$ cat src/rtl/serial_adder_ctrl.sv
`default_nettype none
// ============================================================================
// Module      : serial_adder_ctrl
// Description : Bit-serial adder controller. Drives a single full-adder cell
//               and a carry flip-flop over a WIDTH-bit operand pair, one bit
//               per clock, LSB first, with a start/busy/done handshake.
//               Optional macro SERIAL_ADDER_SUB_EN adds a 'sub' port that
//               turns the operation into x - y (two's complement).
// Revision    : 1.0 - initial release
// ============================================================================
module serial_adder_ctrl #(
    parameter int WIDTH = 8
) (
    input  logic             clk,
    input  logic             rst,
    input  logic             start,
    input  logic [WIDTH-1:0] x,
    input  logic [WIDTH-1:0] y,
    input  logic             cin,
`ifdef SERIAL_ADDER_SUB_EN
    input  logic             sub,
`endif
    output logic             busy,
    output logic             done,
    output logic [WIDTH-1:0] sum,
    output logic             cout
);

    localparam int c_CNT_W = (WIDTH > 1) ? $clog2(WIDTH) : 1;
    localparam logic [c_CNT_W-1:0] c_CNT_LAST = c_CNT_W'(WIDTH - 1);

    localparam logic [1:0] c_ST_IDLE = 2'd0;
    localparam logic [1:0] c_ST_RUN  = 2'd1;
    localparam logic [1:0] c_ST_DONE = 2'd2;

    logic [1:0]         r_state;
    logic [1:0]         w_state_nxt;
    logic [c_CNT_W-1:0] r_cnt;
    logic [WIDTH-1:0]   r_x_sh;
    logic [WIDTH-1:0]   r_y_sh;
    // Only WIDTH-1 result bits need storing: the final bit comes straight
    // from the adder cell on the completion edge.
    logic [WIDTH-2:0]   r_res_sh;
    logic               r_carry;

    logic               w_sub;
    logic               w_accept;
    logic               w_last;
    logic               w_fa_s;
    logic               w_fa_c;
    logic [WIDTH-1:0]   w_res_nxt;

`ifdef SERIAL_ADDER_SUB_EN
    assign w_sub = sub;
`else
    assign w_sub = 1'b0;
`endif

    // Request acceptance, last-bit detect and the shared full-adder cell
    always_comb begin
        w_accept  = start && ((r_state == c_ST_IDLE) || (r_state == c_ST_DONE));
        w_last    = (r_state == c_ST_RUN) && (r_cnt == c_CNT_LAST);
        w_fa_s    = r_x_sh[0] ^ r_y_sh[0] ^ r_carry;
        w_fa_c    = (r_x_sh[0] & r_y_sh[0]) | (r_x_sh[0] & r_carry) | (r_y_sh[0] & r_carry);
        w_res_nxt = {w_fa_s, r_res_sh};
    end

    // State register
    always_ff @(posedge clk) begin
        if (rst) begin
            r_state <= c_ST_IDLE;
        end else begin
            r_state <= w_state_nxt;
        end
    end

    // Next-state logic; start is only honoured in IDLE and DONE
    always_comb begin
        w_state_nxt = r_state;
        case (r_state)
            c_ST_IDLE: if (start) w_state_nxt = c_ST_RUN;
            c_ST_RUN:  if (w_last) w_state_nxt = c_ST_DONE;
            c_ST_DONE: w_state_nxt = start ? c_ST_RUN : c_ST_IDLE;
            default:   w_state_nxt = c_ST_IDLE;
        endcase
    end

    // Handshake outputs decoded from the state register
    always_comb begin
        busy = (r_state == c_ST_RUN);
        done = (r_state == c_ST_DONE);
    end

    // Operand load, bit-serial datapath and result capture
    always_ff @(posedge clk) begin
        if (rst) begin
            r_cnt    <= '0;
            r_x_sh   <= '0;
            r_y_sh   <= '0;
            r_res_sh <= '0;
            r_carry  <= 1'b0;
            sum      <= '0;
            cout     <= 1'b0;
        end else if (w_accept) begin
            // Subtraction is x + ~y + 1, so the carry seed replaces cin
            r_cnt    <= '0;
            r_x_sh   <= x;
            r_y_sh   <= w_sub ? ~y : y;
            r_res_sh <= '0;
            r_carry  <= w_sub ? 1'b1 : cin;
        end else if (r_state == c_ST_RUN) begin
            r_res_sh <= w_res_nxt[WIDTH-1:1];
            r_carry  <= w_fa_c;
            r_x_sh   <= r_x_sh >> 1;
            r_y_sh   <= r_y_sh >> 1;
            if (w_last) begin
                // sum/cout only move here, so they hold the old result during RUN
                sum  <= w_res_nxt;
                cout <= w_fa_c;
            end else begin
                r_cnt <= r_cnt + c_CNT_W'(1);
            end
        end
    end

endmodule
`default_nettype wire

$ cat config.mk
export PLATFORM = sky130hd
export DESIGN_NAME = serial_adder_ctrl
export DESIGN_NICKNAME = d
export VERILOG_FILES = /design/src/rtl/serial_adder_ctrl.sv
export SDC_FILE = /design/constraint.sdc
export NUM_CORES = 1
export LEC_CHECK = 0
export ABC_CLOCK_PERIOD_IN_PS = 1300
export CORE_MARGIN = 2
export CORE_UTILIZATION = 45
export CTS_CLUSTER_DIAMETER = 60
export DETAILED_ROUTE_END_ITERATION = 10
export GPL_ROUTABILITY_DRIVEN = 0
export HOLD_SLACK_MARGIN = 0.1
export PLACE_DENSITY = 0.8
export SLEW_MARGIN = 20
export SYNTH_ARGS = -nofsm -noshare
export SYNTH_HDL_FRONTEND = slang
export SYNTH_SLANG_ARGS = --single-unit
$ cat constraint.sdc
create_clock -name clk -period 1.3 [get_ports clk]
set_input_delay 0.26 -clock clk [delete_from_list [all_inputs] [get_ports clk]]
set_output_delay 0.26 -clock clk [all_outputs]
set_load 0.1 [all_outputs]
==> run metrics <==
status=finished with violations; failing checks=negative setup slack; type of origin of the critical path=flop; H-tree Lvls=2; final worst path period need=1.382 ns; Pwr Density=1012 nW/um2; hpwl dp=~2300 um; Synth area leaders=dfxtp_1 49%, nand2_1 9.8%, a21oi_1 6.8%; vias after detailed routing=1437; RSZ-0062 raised after global routing=true; global-route wire length before repair=5685 um; Core Rows=21; Boundary Pins=31; RR Startpoint=r_state[1]; arrival time worst endpoint=1.12 ns; Yosys top cell by area=dfxtp_1; ant diodes=0; Routed WL per cell=about 13 um; Setup Skew=0.006020 ns; Worst-Skew Late Latency=0.35 ns; worst-path fanout max=3; antenna violations before repair=0; clock net sink count=38; WHS=0.4574 ns; Reg clk slew, reported paths=0.11 ns; Max Clock Freq=around 720 MHz; CTS root buf=clkbuf_4; Hold EP=r_res_sh[0]; die span in y=62.48 um; sequential fraction of the synthesis area=49.43%; Pre-antenna DRT Iters=5; setup ws final=-0.08236 ns; Final nets=247; vias per cell=5.303; die area=3904 um2; Hold Vio Cnt, Final=0; Reg2Reg Depth=6; Mean Syn Cell Area=8.598 um2; DRC viols=0; gr ovfl total=0; Die W=62.48 um; VDD IR max=0.7256 mV; Mapped Cells=179; r2r setup slk=around 0.010 ns; Initial Utilization=roughly 46%; WHS Path Cells=2; total track usage=18.69%; hold path start=r_res_sh[0]; Total Power=roughly 0.0023 W; port buffer count=30; nature of the critical path endpoint=output port; vias in the first global route=1271; Hold Path Class=reg -> reg; syn_nets=202; CTS tree=built; synth warn=0; period utilisation layout=106.3%; RR Endpoint=r_x_sh[0]; fillers=277; Starting DRT DRC Count=59; Required @ worst endpoint=1.04 ns; fin. max-slew vios=0; pin count of the biggest net entering global routing=26; P&R area growth vs syn=48.29%; total CTS buffers=5; core area=3311 um2; post-synthesis cell type count=25; worst setup path class=reg -> out; DRT antenna net count=0; worst slew pin tran=0.2541 ns; Yosys top cell area share=between 40 and 50%; total routed wirelength=3654 um; Post-Syn Area=1539 um2; layout cell share with drive strength beyond 1=27.56%; Max Cap Viol=0; final setup violating endpoints=2; Longest Clk Path Bufs=2; Pleak=roughly 0.82 nW; register bit count reported by yosys=38; Slew Limit Headroom=between 80 and 90%
metrics by stage:
stage                     worst slack [ns]  setup TNS (ns)  area [um2]  utilization [%]  std cells
after floorplan                  -0.008123       -0.008123        1546                -        179
after global placement             -0.1414          -1.398        2092            63.19        258
after detailed placement           -0.1868          -2.209        2092            63.19        258
after CTS                         -0.09588         -0.1696        2220            67.04        269
after global routing               -0.1290         -0.3539        2282            68.93        271
final                             -0.08236         -0.1538        2282            68.93        271
state kept, by name, summed over array words and instances, names as in the netlist:
register,cells
r_res_sh,7
r_cnt,3
sum,8
r_x_sh,8
cout,1
r_carry,1
r_state,2
r_y_sh,8
power by group:
| group | leakage [nW] | total (W) | internal, W | switching [W] |
|---|---|---|---|---|
| combinational | 0.473 | 0.000413 | 0.000207 | 0.000206 |
| sequential | 0.312 | 0.00126 | 0.00122 | 0.0000376 |
| clock | 0.0353 | 0.000640 | 0.000262 | 0.000378 |
| total | 0.820 | 0.00231 | 0.00169 | 0.000621 |
worst max-delay path: stages (launching register included):
cell	delay (ns)
dfxtp_2	0.36
buf_6	0.12
nor2b_4	0.12
buf_12	0.18
kinds of logic (layout without fill, tap and decap cells):
| family | Yosys count | count (layout) | synth area share [%] |
|---|---|---|---|
| and+or+nand+nor | 83 | 83 | 23.90 |
| AOI/OAI and AO/OA | 38 | 38 | 16.50 |
| DFF | 38 | 38 | 49.43 |
| buffers and inverters | 15 | 61 | 6.016 |
| adders and majority gates | 3 | 3 | 2.927 |
| xor gates and xnor gates | 1 | 1 | 0.5692 |
| muxes | 1 | 1 | 0.6504 |
routing by layer:
metal	GRT usage (%)	vias to the layer above	part of all wire (%)
met5	0	-	0
met4	6.667	0	2.2
met2	32.53	48	53
li1	-	712	-
met1	21.37	667	39
met3	6.126	10	5.7
Yosys cell counts, drive strengths merged:
cell type / instances
clkinv: 1
buf: 11
a311oi: 7
nand2b: 3
ha: 2
a22oi: 2
nand2: 40
o21ai: 2
fa: 1
nand3b: 1
o22ai: 6
a21oi: 21
xnor2: 1
nand3: 12
nor2: 11
mux2i: 1
nor3: 13
dfxtp: 38
nor3b: 1
clkbuf: 3
nor2b: 2
final cells by class:
type	instances	area, um2	area share [%]
flip-flops and latches	38	765.7	33.55
multi-input cells	126	765.7	33.55
repair buffers	52	628.1	27.52
well taps	46	57.56	2.522
clock buffers	7	55.05	2.412
clock inverters	1	5.005	0.2193
inverters	1	5.005	0.2193
what timing repair did:
action	4_1_cts	5_1_grt
hold buffers	0	0
buffers inserted	4	2
endpoints found under the setup margin	9	26
pin swaps	1	7
gates cloned	0	0
resized for setup	11	12
worst max-delay path by stage:
stage	from	end	slack, ns	cells after the start
floorplan	r_state[0]	sum[2]	-0.008	6
global placement	start	r_carry	-0.14	6
detailed placement	start	r_carry	-0.19	6
CTS	r_state[0]	done	-0.1	3
global route	r_state[0]	done	-0.13	3
finish	r_state[0]	done	-0.08	3
cell usage in the layout, fill, tap and decap left out:
| master | instances |
|---|---|
| clkdlybuf4s50_1 | 19 |
| ha_4 | 2 |
| o21ai_2 | 1 |
| nand2_1 | 40 |
| buf_4 | 15 |
| nor2b_4 | 1 |
| nor3_2 | 3 |
| fa_1 | 1 |
| nand2b_1 | 2 |
| buf_12 | 14 |
| nand2b_2 | 1 |
| a311oi_1 | 2 |
| a21oi_1 | 20 |
| a22oi_2 | 2 |
| nor3_1 | 10 |
| xnor2_1 | 1 |
| clkbuf_1 | 1 |
| a311oi_2 | 5 |
| clkbuf_4 | 5 |
| buf_6 | 4 |
| mux2i_1 | 1 |
| clkbuf_8 | 1 |
| o21ai_0 | 1 |
| nor2_1 | 11 |
| clkinv_2 | 2 |
| nand3b_1 | 1 |
| a21oi_2 | 1 |
| o22ai_1 | 6 |
| nand3_1 | 12 |
| nor3b_4 | 1 |
| dfxtp_1 | 34 |
| nor2b_1 | 1 |
| dfxtp_2 | 4 |
Note: power is estimated with default switching activity, not from simulation.
